File: src/rtl/uart_tx_pkg.sv
`default_nettype none
// ============================================================================
// Module      : uart_tx_pkg
// Description : Shared types and constants for the UART transmit driver:
//               the transmit FSM state encoding, the data-bit index width
//               and the idle line level.
// Ports       : none (package)
// Revision    : 1.0 - initial release
// ============================================================================
package uart_tx_pkg;

  // Transmit FSM states. ST_PARITY is only reachable when the parity
  // feature is compiled in.
  typedef enum logic [2:0] {
    ST_IDLE   = 3'd0,
    ST_START  = 3'd1,
    ST_DATA   = 3'd2,
    ST_PARITY = 3'd3,
    ST_STOP   = 3'd4
  } tx_state_t;

  localparam int                    BIT_IDX_W    = 3;
  localparam logic [BIT_IDX_W-1:0]  BIT_IDX_LAST = 3'd7;

  // The line rests high between frames and during stop bits.
  localparam logic                  IDLE_LEVEL   = 1'b1;

endpackage : uart_tx_pkg
`default_nettype wire

File: src/rtl/uart_bit_timer.sv
`default_nettype none
// ============================================================================
// Module      : uart_bit_timer
// Description : Free-running bit-period counter. Counts 0..BIT_CYCLES-1 and
//               pulses bit_done on the terminal count, then restarts. A clear
//               forces the count back to zero so the owning FSM can align
//               the first bit period to a state entry.
// Ports       : g_clk    - system clock, rising edge
//               g_resetn - synchronous reset, active-low
//               clear    - restart the bit period
//               bit_done - high during the last cycle of a bit period
// Revision    : 1.0 - initial release
// ============================================================================
module uart_bit_timer #(
  parameter int BIT_CYCLES = 434
) (
  input  logic g_clk,
  input  logic g_resetn,
  input  logic clear,
  output logic bit_done
);

  localparam int               CNT_W    = $clog2(BIT_CYCLES);
  localparam logic [CNT_W-1:0] CNT_LAST = CNT_W'(BIT_CYCLES - 1);

  logic [CNT_W-1:0] cnt;

  assign bit_done = (cnt == CNT_LAST);

  // Terminal count restarts the period, so the counter never wraps on its own.
  always_ff @(posedge g_clk) begin
    if (!g_resetn || clear || bit_done) begin
      cnt <= '0;
    end else begin
      cnt <= cnt + CNT_W'(1);
    end
  end

endmodule : uart_bit_timer
`default_nettype wire

File: src/rtl/uart_tx_driver.sv
`default_nettype none
// ============================================================================
// Module      : uart_tx_driver
// Description : UART transmitter with a valid/ready byte input, a one-entry
//               holding buffer and a bit-timed shift FSM. A byte held while a
//               frame is on the line starts immediately after the last stop
//               cycle, so frames can run back-to-back with no idle gap.
//               Optional parity bit: compile with UART_TX_PARITY_EN defined.
// Ports       : g_clk    - system clock, rising edge
//               g_resetn - synchronous reset, active-low
//               tx_valid - byte offered on tx_data
//               tx_ready - holding buffer empty (accept on valid & ready)
//               tx_data  - byte to send, LSB first
//               tx_busy  - frame in progress or byte held
//               uart_txd - registered serial line, idle high
// Revision    : 1.0 - initial release
// ============================================================================
module uart_tx_driver
  import uart_tx_pkg::*;
#(
  parameter int BIT_CYCLES = 434,
  parameter int STOP_BITS  = 1,
  parameter bit PARITY_ODD = 1'b0
) (
  input  logic       g_clk,
  input  logic       g_resetn,
  input  logic       tx_valid,
  output logic       tx_ready,
  input  logic [7:0] tx_data,
  output logic       tx_busy,
  output logic       uart_txd
);

  // Index of the final stop bit (stop counter is one bit: 1 or 2 stop bits).
  localparam logic STOP_LAST = (STOP_BITS == 2) ? 1'b1 : 1'b0;

  tx_state_t            state;
  logic                 running;      // low during reset, high from first edge after release
  logic                 hold_valid;
  logic [7:0]           hold_data;
  logic [7:0]           shift;
  logic [BIT_IDX_W-1:0] bit_idx;
  logic                 stop_cnt;
`ifdef UART_TX_PARITY_EN
  logic                 parity_bit;   // captured from the whole byte at load
`endif

  logic bit_done;
  logic timer_clear;
  logic accept;
  logic stop_final;
  logic load_now;

  // Every non-IDLE transition happens on bit_done, which already restarts the
  // timer; holding it clear while IDLE aligns the first START period.
  assign timer_clear = (state == ST_IDLE);

  uart_bit_timer #(
    .BIT_CYCLES (BIT_CYCLES)
  ) u_bit_timer (
    .g_clk    (g_clk),
    .g_resetn (g_resetn),
    .clear    (timer_clear),
    .bit_done (bit_done)
  );

  assign tx_ready   = running & ~hold_valid;
  assign tx_busy    = (state != ST_IDLE) | hold_valid;
  assign accept     = tx_valid & tx_ready;
  assign stop_final = (state == ST_STOP) & bit_done & (stop_cnt == STOP_LAST);
  // Accept and unload are mutually exclusive: accept needs an empty buffer,
  // load needs a full one.
  assign load_now   = hold_valid & ((state == ST_IDLE) | stop_final);

  always_ff @(posedge g_clk) begin
    if (!g_resetn) begin
      state      <= ST_IDLE;
      running    <= 1'b0;
      hold_valid <= 1'b0;
      hold_data  <= '0;
      shift      <= '0;
      bit_idx    <= '0;
      stop_cnt   <= 1'b0;
      uart_txd   <= IDLE_LEVEL;
`ifdef UART_TX_PARITY_EN
      parity_bit <= 1'b0;
`endif
    end else begin
      running <= 1'b1;

      // The line is registered from the current state, so it trails the
      // state register by one cycle but keeps each level for a full period.
      case (state)
        ST_START:  uart_txd <= 1'b0;
        ST_DATA:   uart_txd <= shift[0];
`ifdef UART_TX_PARITY_EN
        ST_PARITY: uart_txd <= parity_bit;
`endif
        default:   uart_txd <= IDLE_LEVEL;
      endcase

      if (accept) begin
        hold_valid <= 1'b1;
        hold_data  <= tx_data;
      end

      if (load_now) begin
        shift      <= hold_data;
        hold_valid <= 1'b0;
`ifdef UART_TX_PARITY_EN
        parity_bit <= (^hold_data) ^ PARITY_ODD;
`endif
      end

      case (state)
        ST_IDLE: begin
          if (hold_valid) begin
            state <= ST_START;
          end
        end
        ST_START: begin
          if (bit_done) begin
            state   <= ST_DATA;
            bit_idx <= '0;
          end
        end
        ST_DATA: begin
          if (bit_done) begin
            shift <= {1'b0, shift[7:1]};
            if (bit_idx == BIT_IDX_LAST) begin
`ifdef UART_TX_PARITY_EN
              state <= ST_PARITY;
`else
              state <= ST_STOP;
`endif
              stop_cnt <= 1'b0;
            end else begin
              bit_idx <= bit_idx + 1'b1;
            end
          end
        end
`ifdef UART_TX_PARITY_EN
        ST_PARITY: begin
          if (bit_done) begin
            state    <= ST_STOP;
            stop_cnt <= 1'b0;
          end
        end
`endif
        ST_STOP: begin
          if (bit_done) begin
            if (stop_cnt == STOP_LAST) begin
              // A held byte goes straight into its start bit: no idle gap.
              state <= hold_valid ? ST_START : ST_IDLE;
            end else begin
              stop_cnt <= stop_cnt + 1'b1;
            end
          end
        end
        default: state <= ST_IDLE;
      endcase
    end
  end

endmodule : uart_tx_driver
`default_nettype wire

File: config.mk
export PLATFORM = sky130hd
export DESIGN_NAME = uart_tx_driver
export DESIGN_NICKNAME = d
export VERILOG_FILES = /design/src/rtl/uart_tx_pkg.sv /design/src/rtl/uart_bit_timer.sv /design/src/rtl/uart_tx_driver.sv
export SDC_FILE = /design/constraint.sdc
export NUM_CORES = 1
export LEC_CHECK = 0
export ABC_AREA = 0
export CAP_MARGIN = 40
export CORE_ASPECT_RATIO = 0.5
export CORE_MARGIN = 2
export CORE_UTILIZATION = 35
export CTS_CLUSTER_SIZE = 28
export DETAILED_ROUTE_END_ITERATION = 6
export PLACE_DENSITY = 0.64
export SYNTH_ARGS = -nofsm -noshare
export SYNTH_HDL_FRONTEND = slang
export SYNTH_SLANG_ARGS = --single-unit
File: constraint.sdc
create_clock -name g_clk -period 3 [get_ports g_clk]
set_input_delay 0.3 -clock g_clk [delete_from_list [all_inputs] [get_ports g_clk]]
set_output_delay 0.3 -clock g_clk [all_outputs]
set_load 0.05 [all_outputs]
==> results by group, run 1 <==
Run status
  – Status: finished, final reports clean

Setup path
  – Crit-path max cell delay: 0.79 ns
  – CP Class: flip-flop to output pin
  – Slowest CP cell: clkdlybuf4s50_1
  – Critical Path RT: 2.70 ns
  – CP Max Fanout: 10
  – Cell breakdown of the critical path: nor2_1 -> nand2_1 -> clkdlybuf4s50_1
  – Startpoint Class: flip-flop
  – FF-to-FF setup slack: around 1.2 ns
  – Setup crit end kind: output pin
  – Crit path DAT: 1.77 ns

Yosys
  – Yosys warning total: 0
  – Synth Cell Area: ~1500 sq um
  – Register area share after synthesis: 44.3%
  – Unique masters post-synth: 37
  – Top FF cell, synth: dfxtp_1
  – Syn nets: 180
  – Post-Syn Area per Cell: 9.32 sq um
  – Synth Instances: roughly 170
  – FF+latch count, synth: 34
  – Post-synth EDFFs: 0
  – Async set-reset flop share out of synthesis: 0%

CTS
  – Htree depth: 2
  – TritonCTS buffer count: 5
  – Postcts setup bufs: 0
  – Hold_buf cts: 0
  – CTS Sinks: 34
  – Worst-path clk slew: 0.07 ns
  – CTS tree: yes
  – Clock Tree Buf Depth: 2
  – Worst skew pair latency: 0.29 ns
  – Root buf cell: clkbuf_8
  – Post-CTS Resized: 0

Die
  – Die area: approximately 5000 sq um
  – Core Region: 4060 sq um
  – Row count: 16
  – Io pins: 14
  – Starting Density: about 38%
  – Die width: between 90 and 100 microns
  – Die Ht: 50.9 microns

Placement
  – DP Worst Slack: around 1.0 ns
  – Final Wtd Congestion: ~0.73
  – DP Cell Count: 225
  – I/O Buffers: 13
  – HPWL after DPL: just under 2 mm

Timing
  – Final Cycle Share: 68.9%
  – Hold Fails Final Rpt: 0
  – Setup TNS: 0 ns
  – Unrepaired setup endpoints after global routing: false
  – Final setup fails: 0
  – PnR worst setup slack: 0.934 ns
  – Clk_skew: 0.00780 ns
  – Final max-slew violation count: 0
  – Final min period: 2.07 ns
  – Slew headroom: 44.8%
  – Actual slew at the worst max-slew pin: 0.825 ns
  – Achievable Freq: around 480 MHz

Routing
  – WL per Instance: ~12 microns
  – Detail Route Antenna Nets: 0
  – # DRC: 0
  – Routed WL: 2.68 mm
  – First-pass iteration count of the detailed router: 4
  – Vias post-DR: around 1200
  – Drt via density: 4.94
  – Iteration-0 DRC Markers: 31

Power and ir drop
  – Flop pwr share: ~52%
  – Clock power frac: between 30% and 40%
  – Peak VDD IR: about 0.00018 V
  – Cell-internal power: 684 uW
  – Pleak: 0.665 nW
  – Combinational group share of total power: 8.9%
  – Switching Share: 24.4%
  – Power Density: 506 nW/um^2
  – NetSw: 221 uW
  – Total Power: 906 uW

Global route
  – First-pass GRT wire length: 4.54 mm
  – Initial antenna violation count: 0
  – Gr ovfl total: 0
  – M3 GR Usage: 4.51%
  – GR peak layer: met2
  – Largest net degree at the start of global routing: 27
  – Met2 Usage GRT: a little under a fifth
  – GR Layer Usage met1: 14.0%
  – GRT Util Overall: 11.9%
  – Vias in the first global route: 1058

Final layout
  – Most frequent cells in the layout: 34 x dfxtp_1, 19 x nand3_1, 18 x nand2_1
  – Post-Layout Cell Count: 233
  – Layout cells sized above 1: between 10 and 15%
  – Diode count: 0
  – Most common cell after layout, fill and taps aside: dfxtp_1
  – Fillcell total: approximately 400
  – Area delta synth->final: 16.4%
  – Layout Nets: 193

Hold path
  – HP Class: flip-flop to flip-flop

Job
  – Maxcap violations: 0
registers in the layout (all words and copies together) (netlist names):
register,count
bit_idx,3
hold_data,8
hold_valid,1
running,1
shift,8
state,3
u_bit_timer.cnt,9
uart_txd,1
cells in the mapped netlist, drive strengths merged, types with 2 or more instances:
cell type / n / area share, %
nand3: 19 / 6.2
nor2b: 3 / 1.7
nand2b: 3 / 1.2
o21ai: 11 / 3.8
nand2: 18 / 4.4
buf: 4 / 2.1
clkbuf: 4 / 0.98
ha: 4 / 3.3
mux2i: 10 / 6.5
a21boi: 10 / 5.4
nor3: 2 / 0.65
xor2: 3 / 1.7
a21oi: 2 / 0.65
inv: 2 / 0.49
and3: 3 / 1.2
dfxtp: 34 / 44
xnor2: 4 / 2.3
nor2: 16 / 3.9
nand4: 2 / 1.2
area by class of cell:
class,instances,area (sq um),area share (%)
clock inverters,2,12.5,0.699
well taps,54,67.6,3.77
multi-input cells,121,802,44.8
repair buffers,14,138,7.69
inverters,2,7.51,0.419
clock buffers,6,82.6,4.61
flip-flops and latches,34,681,38.0
final timing paths:
path | from | end | cells after the start
max | state[1] | tx_busy | 3
min | hold_data[5] | hold_data[5] | 2
max reg2reg | u_bit_timer.cnt[1] | shift[5] | 7
min reg2reg | hold_data[5] | hold_data[5] | 2
critical path, delay by kind of cell, from the launching register on:
kind | cells | cell delay [ns]
AND/OR/NAND/NOR | 2 | 0.19
buffers and inverters | 1 | 0.79
flip-flops | 1 | 0.50
power groups by stage:
stage	logic, mW	registers, mW	clock network, mW
after global placement	0.0807	0.481	0
final	0.0810	0.471	0.354
after detailed placement	0.0819	0.481	0
after floorplan	0.0552	0.479	0
after CTS	0.0821	0.471	0.367
after global routing	0.0881	0.472	0.391
kinds of logic after synthesis:
group	after synthesis	synth area share [%]
AOI/OAI and AO/OA	25	11.7
xor gates and xnor gates	7	3.99
adders and majority gates	4	3.25
buffers and inverters	10	3.58
DFF	34	44.3
muxes	10	6.51
and+or+nand+nor	75	26.7
stage by stage:
step	util (%)	hold slack, ns	area [sq um]
final	44.1	0.458	1790
after global routing	44.1	0.483	1790
after CTS	44.1	0.459	1790
after detailed placement	41.7	0.449	1700
after global placement	41.7	0.447	1700
after floorplan	-	0.328	1540
routing by layer:
metal  routed length (microns)  part of all wire, %
met1                      1400                   52
met2                      1140                   42
met3                        95                  3.5
met4                        49                  1.8
met5                         0                    0
(Power assumes the default switching activity.)
==> inputs of run 2 (changes only) <==
--- a/config.mk
+++ b/config.mk
@@ -12,7 +12,7 @@
 export CORE_UTILIZATION = 35
 export CTS_CLUSTER_SIZE = 28
 export DETAILED_ROUTE_END_ITERATION = 6
-export PLACE_DENSITY = 0.64
+export PLACE_DENSITY = 0.66
 export SYNTH_ARGS = -nofsm -noshare
 export SYNTH_HDL_FRONTEND = slang
 export SYNTH_SLANG_ARGS = --single-unit
==> constraint.sdc (replaced) <==
create_clock -name g_clk -period 1.72 [get_ports g_clk]
set_input_delay 0.172 -clock g_clk [delete_from_list [all_inputs] [get_ports g_clk]]
set_output_delay 0.172 -clock g_clk [all_outputs]
set_load 0.05 [all_outputs]
==> results by group, run 2 (synthesis gave the netlist of run 1 again) <==
Routing
  – Routed WL: 2.99 mm
  – Iteration-0 DRC Markers: 55
  – WL per Instance: 12.2 microns
  – Vias post-DR: about 1200
  – First-pass iteration count of the detailed router: 4
  – Detail Route Antenna Nets: 0
  – # DRC: 0
  – Drt via density: 4.96

Placement
  – HPWL after DPL: 2.11 mm
  – Final Wtd Congestion: 0.843
  – I/O Buffers: 13
  – DP Worst Slack: -0.0383 ns

Die
  – Die Ht: 50.9 microns
  – Core Region: 4060 sq um
  – Die area: 4970 sq um
  – Die width: 97.7 microns
  – Starting Density: a little under two fifths
  – Row count: 16
  – Io pins: 14

Power and ir drop
  – Combinational group share of total power: between 9 and 10%
  – Cell-internal power: 1.32 mW
  – Clock power frac: 41.9%
  – Peak VDD IR: approximately 0.00041 V
  – Pleak: 0.750 nW
  – Switching Share: 22.9%
  – Flop pwr share: 48.2%
  – Power Density: between 800 and 900 nW/um^2
  – NetSw: 392 uW
  – Total Power: 1.71 mW

CTS
  – CTS Sinks: 34
  – Root buf cell: clkbuf_8
  – Htree depth: 2
  – CTS tree: yes
  – Worst skew pair latency: 0.29 ns
  – Clock Tree Buf Depth: 2
  – Worst-path clk slew: 0.07 ns
  – Hold_buf cts: 0
  – TritonCTS buffer count: 5

Final layout
  – Largest registers: u_bit_timer.cnt x9, hold_data x8, shift x8
  – Layout cells sized above 1: 18.8%
  – Most common cell after layout, fill and taps aside: dfxtp_1
  – Diode count: 0
  – Area delta synth->final: 26.9%
  – Sequential cell area: around 700 sq um
  – Most frequent cells in the layout: 32 x dfxtp_1, 19 x nand3_1, 18 x nand2_1
  – Area of the multi-input gates: 845 sq um
  – Layout Nets: 205
  – Fillcell total: 383
  – Largest Register: u_bit_timer.cnt
  – Max FFs per register: 9

Hold path
  – HP Class: primary input to flip-flop
  – Hold depth: 3

Timing
  – Hold Fails Final Rpt: 0
  – Setup TNS: 0 ns
  – Achievable Freq: 602 MHz
  – Slew headroom: between 50 and 60%
  – Final setup fails: 0
  – Final min period: 1.66 ns
  – Actual slew at the worst max-slew pin: 0.624 ns
  – Final Cycle Share: 96.6%
  – Clk_skew: ~0.006 ns
  – Final max-slew violation count: 0
  – PnR worst setup slack: 0.0585 ns

Setup path
  – Startpoint Class: flip-flop
  – Critical Path RT: between 1.5 and 2 ns
  – Crit path DAT: roughly 1.8 ns
  – Setup crit end kind: flip-flop
  – CP Max Fanout: 5
  – R2R depth: 8
  – CP Class: flip-flop to flip-flop

Run status
  – Status: finished, final reports clean

Global route
  – Gr ovfl total: 0
  – Largest net degree at the start of global routing: 18
  – Initial antenna violation count: 0
  – First-pass GRT wire length: 4.94 mm
  – GRT Util Overall: 12.9%
  – Vias in the first global route: 1150

Job
  – Maxcap violations: 0
[run 2: changes by cell type in the layout (fill, tap and decap cells not counted), sizes merged]
| cell | before | now |
|---|---|---|
| o211ai | 1 | 2 |
| buf | 1 | 14 |
| bufinv | 0 | 1 |
| clkdlybuf4s50 | 13 | 11 |
| clkbuf | 6 | 5 |
| clkinvlp | 1 | 0 |
| clkinv | 1 | 2 |
[run 2: path summary, 6_finish.rpt]
| path | startpoint | to | slack [ns] |
|---|---|---|---|
| min reg2reg | hold_data[7] | hold_data[7] | 0.46 |
| max reg2reg | u_bit_timer.cnt[1] | shift[3] | 0.06 |
| min | tx_data[2] | hold_data[2] | 0.44 |
| max | u_bit_timer.cnt[1] | shift[3] | 0.06 |
[run 2: worst max-delay path: stages (launching register included)]
cell and delay (ns):
dfxtp_2 0.34, inv_2 0.04, ha_4 0.15, nand4b_1 0.14, nor4_4 0.06, buf_4 0.17
o211ai_4 0.30, mux2i_1 0.25, o21ai_1 0.08
[run 2: timing repair]
action,CTS,global route
pin swaps,0,4
gates resized for setup,1,6
endpoints found under the setup margin,8,7
cloned,0,1
buffers inserted,0,2
[run 2: power by group through the flow]
stage / logic, mW / clock network [mW] / registers (mW)
final: 0.170 / 0.716 / 0.824
after global routing: 0.185 / 0.770 / 0.825
after CTS: 0.165 / 0.736 / 0.822
after detailed placement: 0.163 / 0 / 0.839
after global placement: 0.162 / 0 / 0.838
after floorplan: 0.0963 / 0 / 0.836
[run 2: area by class of cell]
| cell class | instances | area share [%] |
|---|---|---|
| Multi-Input combinational cell | 122 | 43.3 |
| Sequential cell | 34 | 35.0 |
| Timing Repair Buffer | 25 | 12.3 |
| Clock buffer | 5 | 3.53 |
| Tap cell | 54 | 3.46 |
| Clock inverter | 3 | 2.05 |
| Inverter | 2 | 0.385 |
[run 2: metal layers]
metal	wire (microns)	global-route usage, %	vias up
met3	135	4.51	8
li1	-	-	627
met1	1410	15.2	565
met2	1380	20.9	16
met4	70	7.64	0
met5	0	0	-
[run 2: through the flow]
stage                     hold slack (ns)  cells  area, sq um  utilization (%)
after floorplan                     0.200    165         1540                -
after global placement              0.449    234         1780             43.9
after detailed placement            0.454    234         1780             43.9
after CTS                           0.431    242         1900             46.8
after global routing                0.457    245         1950             48.0
final                               0.440    245         1950             48.0
==> inputs of run 3 (changes only) <==
--- a/config.mk
+++ b/config.mk
@@ -12,7 +12,7 @@
 export CORE_UTILIZATION = 35
 export CTS_CLUSTER_SIZE = 28
 export DETAILED_ROUTE_END_ITERATION = 6
-export PLACE_DENSITY = 0.66
+export SETUP_SLACK_MARGIN = 0.02
 export SYNTH_ARGS = -nofsm -noshare
 export SYNTH_HDL_FRONTEND = slang
 export SYNTH_SLANG_ARGS = --single-unit
==> results by group, run 3 (synthesis gave the netlist of run 1 again) <==
Routing
  – Vias post-DR: 1221
  – Routed WL: roughly 3.0 mm
  – Iteration-0 DRC Markers: 29
  – Detail Route Antenna Nets: 0
  – WL per Instance: about 13 microns
  – First-pass iteration count of the detailed router: 4
  – # DRC: 0
  – Drt via density: 5.05

Die
  – Die width: 97.7 microns
  – Io pins: 14
  – Die area: 4970 sq um
  – Die Ht: 50.9 microns
  – Starting Density: 37.8%
  – Row count: 16
  – Core Region: roughly 4100 sq um

Global route
  – Gr ovfl total: 0
  – Vias in the first global route: approximately 1200
  – Largest net degree at the start of global routing: 12
  – Initial antenna violation count: 0
  – First-pass GRT wire length: 5.22 mm
  – GRT Util Overall: 13.7%

Placement
  – Final Wtd Congestion: 0.837
  – HPWL after DPL: approximately 2.1 mm
  – DP Worst Slack: -0.0290 ns
  – I/O Buffers: 13

Setup path
  – R2R depth: 8
  – CP Class: flip-flop to flip-flop
  – CP Max Fanout: 5
  – FF-to-FF setup slack: 0.13 ns
  – Crit path DAT: 1.76 ns
  – Setup crit end kind: flip-flop
  – RR Startpoint: u_bit_timer.cnt[1]
  – FF-to-FF End: shift[2]
  – Critical Path RT: between 1.5 and 2 ns
  – Startpoint Class: flip-flop

Power and ir drop
  – NetSw: between 300 and 400 uW
  – Total Power: 1.55 mW
  – Flop pwr share: 53.2%
  – Pleak: 0.722 nW
  – Peak VDD IR: 0.000238 V
  – Cell-internal power: 1.16 mW
  – Power Density: 821 nW/um^2
  – Switching Share: 24.8%
  – Combinational group share of total power: between 10 and 15%
  – Clock power frac: 35.9%

CTS
  – Htree depth: 2
  – TritonCTS buffer count: 5
  – CTS Sinks: 34
  – Worst-path clk slew: 0.06 ns
  – Clock Tree Buf Depth: 2
  – Root buf cell: clkbuf_8
  – Worst skew pair latency: 0.29 ns
  – CTS tree: yes

Timing
  – Achievable Freq: 628 MHz
  – Final setup fails: 0
  – Actual slew at the worst max-slew pin: 0.678 ns
  – Hold Fails Final Rpt: 0
  – Setup TNS: 0 ns
  – Clk_skew: about 0.0064 ns
  – Slew headroom: 54.7%
  – Unrepaired setup endpoints after global routing: true
  – Final Cycle Share: 92.5%
  – Final min period: 1.59 ns
  – PnR worst setup slack: 0.128 ns
  – Final max-slew violation count: 0

Job
  – Maxcap violations: 0

Final layout
  – Fin util: 46.4%
  – Most common cell after layout, fill and taps aside: dfxtp_1
  – Largest registers: u_bit_timer.cnt x9, hold_data x8, shift x8
  – Largest Register: u_bit_timer.cnt
  – Layout Nets: just over 200
  – Diode count: 0
  – Most frequent cells in the layout: 33 x dfxtp_1, 19 x nand3_1, 18 x nand2_1
  – Area delta synth->final: 22.5%
  – Layout cells sized above 1: 16.0%
  – Max FFs per register: 9

Hold path
  – Hold path start: tx_data[0]
  – HP Class: primary input to flip-flop
  – Hold depth: 3
  – Hold EP: hold_data[0]

Run status
  – Status: finished, final reports clean
==> run 3: per-stage QoR <==
stage	hold slack, ns	instances	area (sq um)
floorplan	0.200	165	1540
global placement	0.449	232	1770
detailed placement	0.447	232	1770
CTS	0.436	239	1860
global route	0.447	242	1880
finish	0.442	242	1880
==> run 3: repair_timing <==
action,in CTS,in global routing
endpoints found under the setup margin,8,8
cloned,0,1
gates resized for setup,1,1
setup buffers,0,2
hold buffers,0,0
==> run 3: area by class of cell <==
type / count / area, sq um
inverter: 2 / 7.51
fill: 407 / 2180
multi-input combinational: 122 / 823
timing repair buffer: 23 / 225
clock buffer: 5 / 68.8
tap: 54 / 67.6
clock inverter: 2 / 10.0
sequential: 34 / 682
==> run 3: power groups by stage <==
stage | logic (mW) | clock network (mW) | registers, mW
floorplan | 0.0963 | 0 | 0.836
finish | 0.169 | 0.555 | 0.824
detailed placement | 0.167 | 0 | 0.840
CTS | 0.168 | 0.584 | 0.822
global route | 0.184 | 0.617 | 0.825
global placement | 0.165 | 0 | 0.840
==> run 3: how the worst max path moves through the flow <==
stage / from / end / slack (ns) / depth (start not counted)
floorplan: u_bit_timer.cnt[0] / shift[0] / 0.26 / 7
CTS: u_bit_timer.cnt[1] / shift[2] / 0.11 / 7
global route: u_bit_timer.cnt[1] / shift[2] / 0.001 / 8
detailed placement: u_bit_timer.cnt[1] / shift[2] / -0.03 / 7
finish: u_bit_timer.cnt[1] / shift[2] / 0.13 / 8
global placement: u_bit_timer.cnt[1] / shift[5] / 0.03 / 7
==> run 3: routing by layer <==
layer  global-route usage [%]  up-vias  wire length, microns
met5                        0        -                     0
li1                         -      626                     -
met2                     22.5       16                  1380
met4                     8.33        0                    74
met1                     15.9      571                  1470
met3                     4.65        8                   116
==> run 3: critical path, cell delays in order (launching register included) <==
cell,delay (ns)
dfxtp_2,0.33
inv_1,0.04
ha_1,0.18
nand4b_1,0.14
nor4_4,0.04
buf_4,0.16
o211ai_4,0.28
mux2i_1,0.23
o21ai_1,0.07
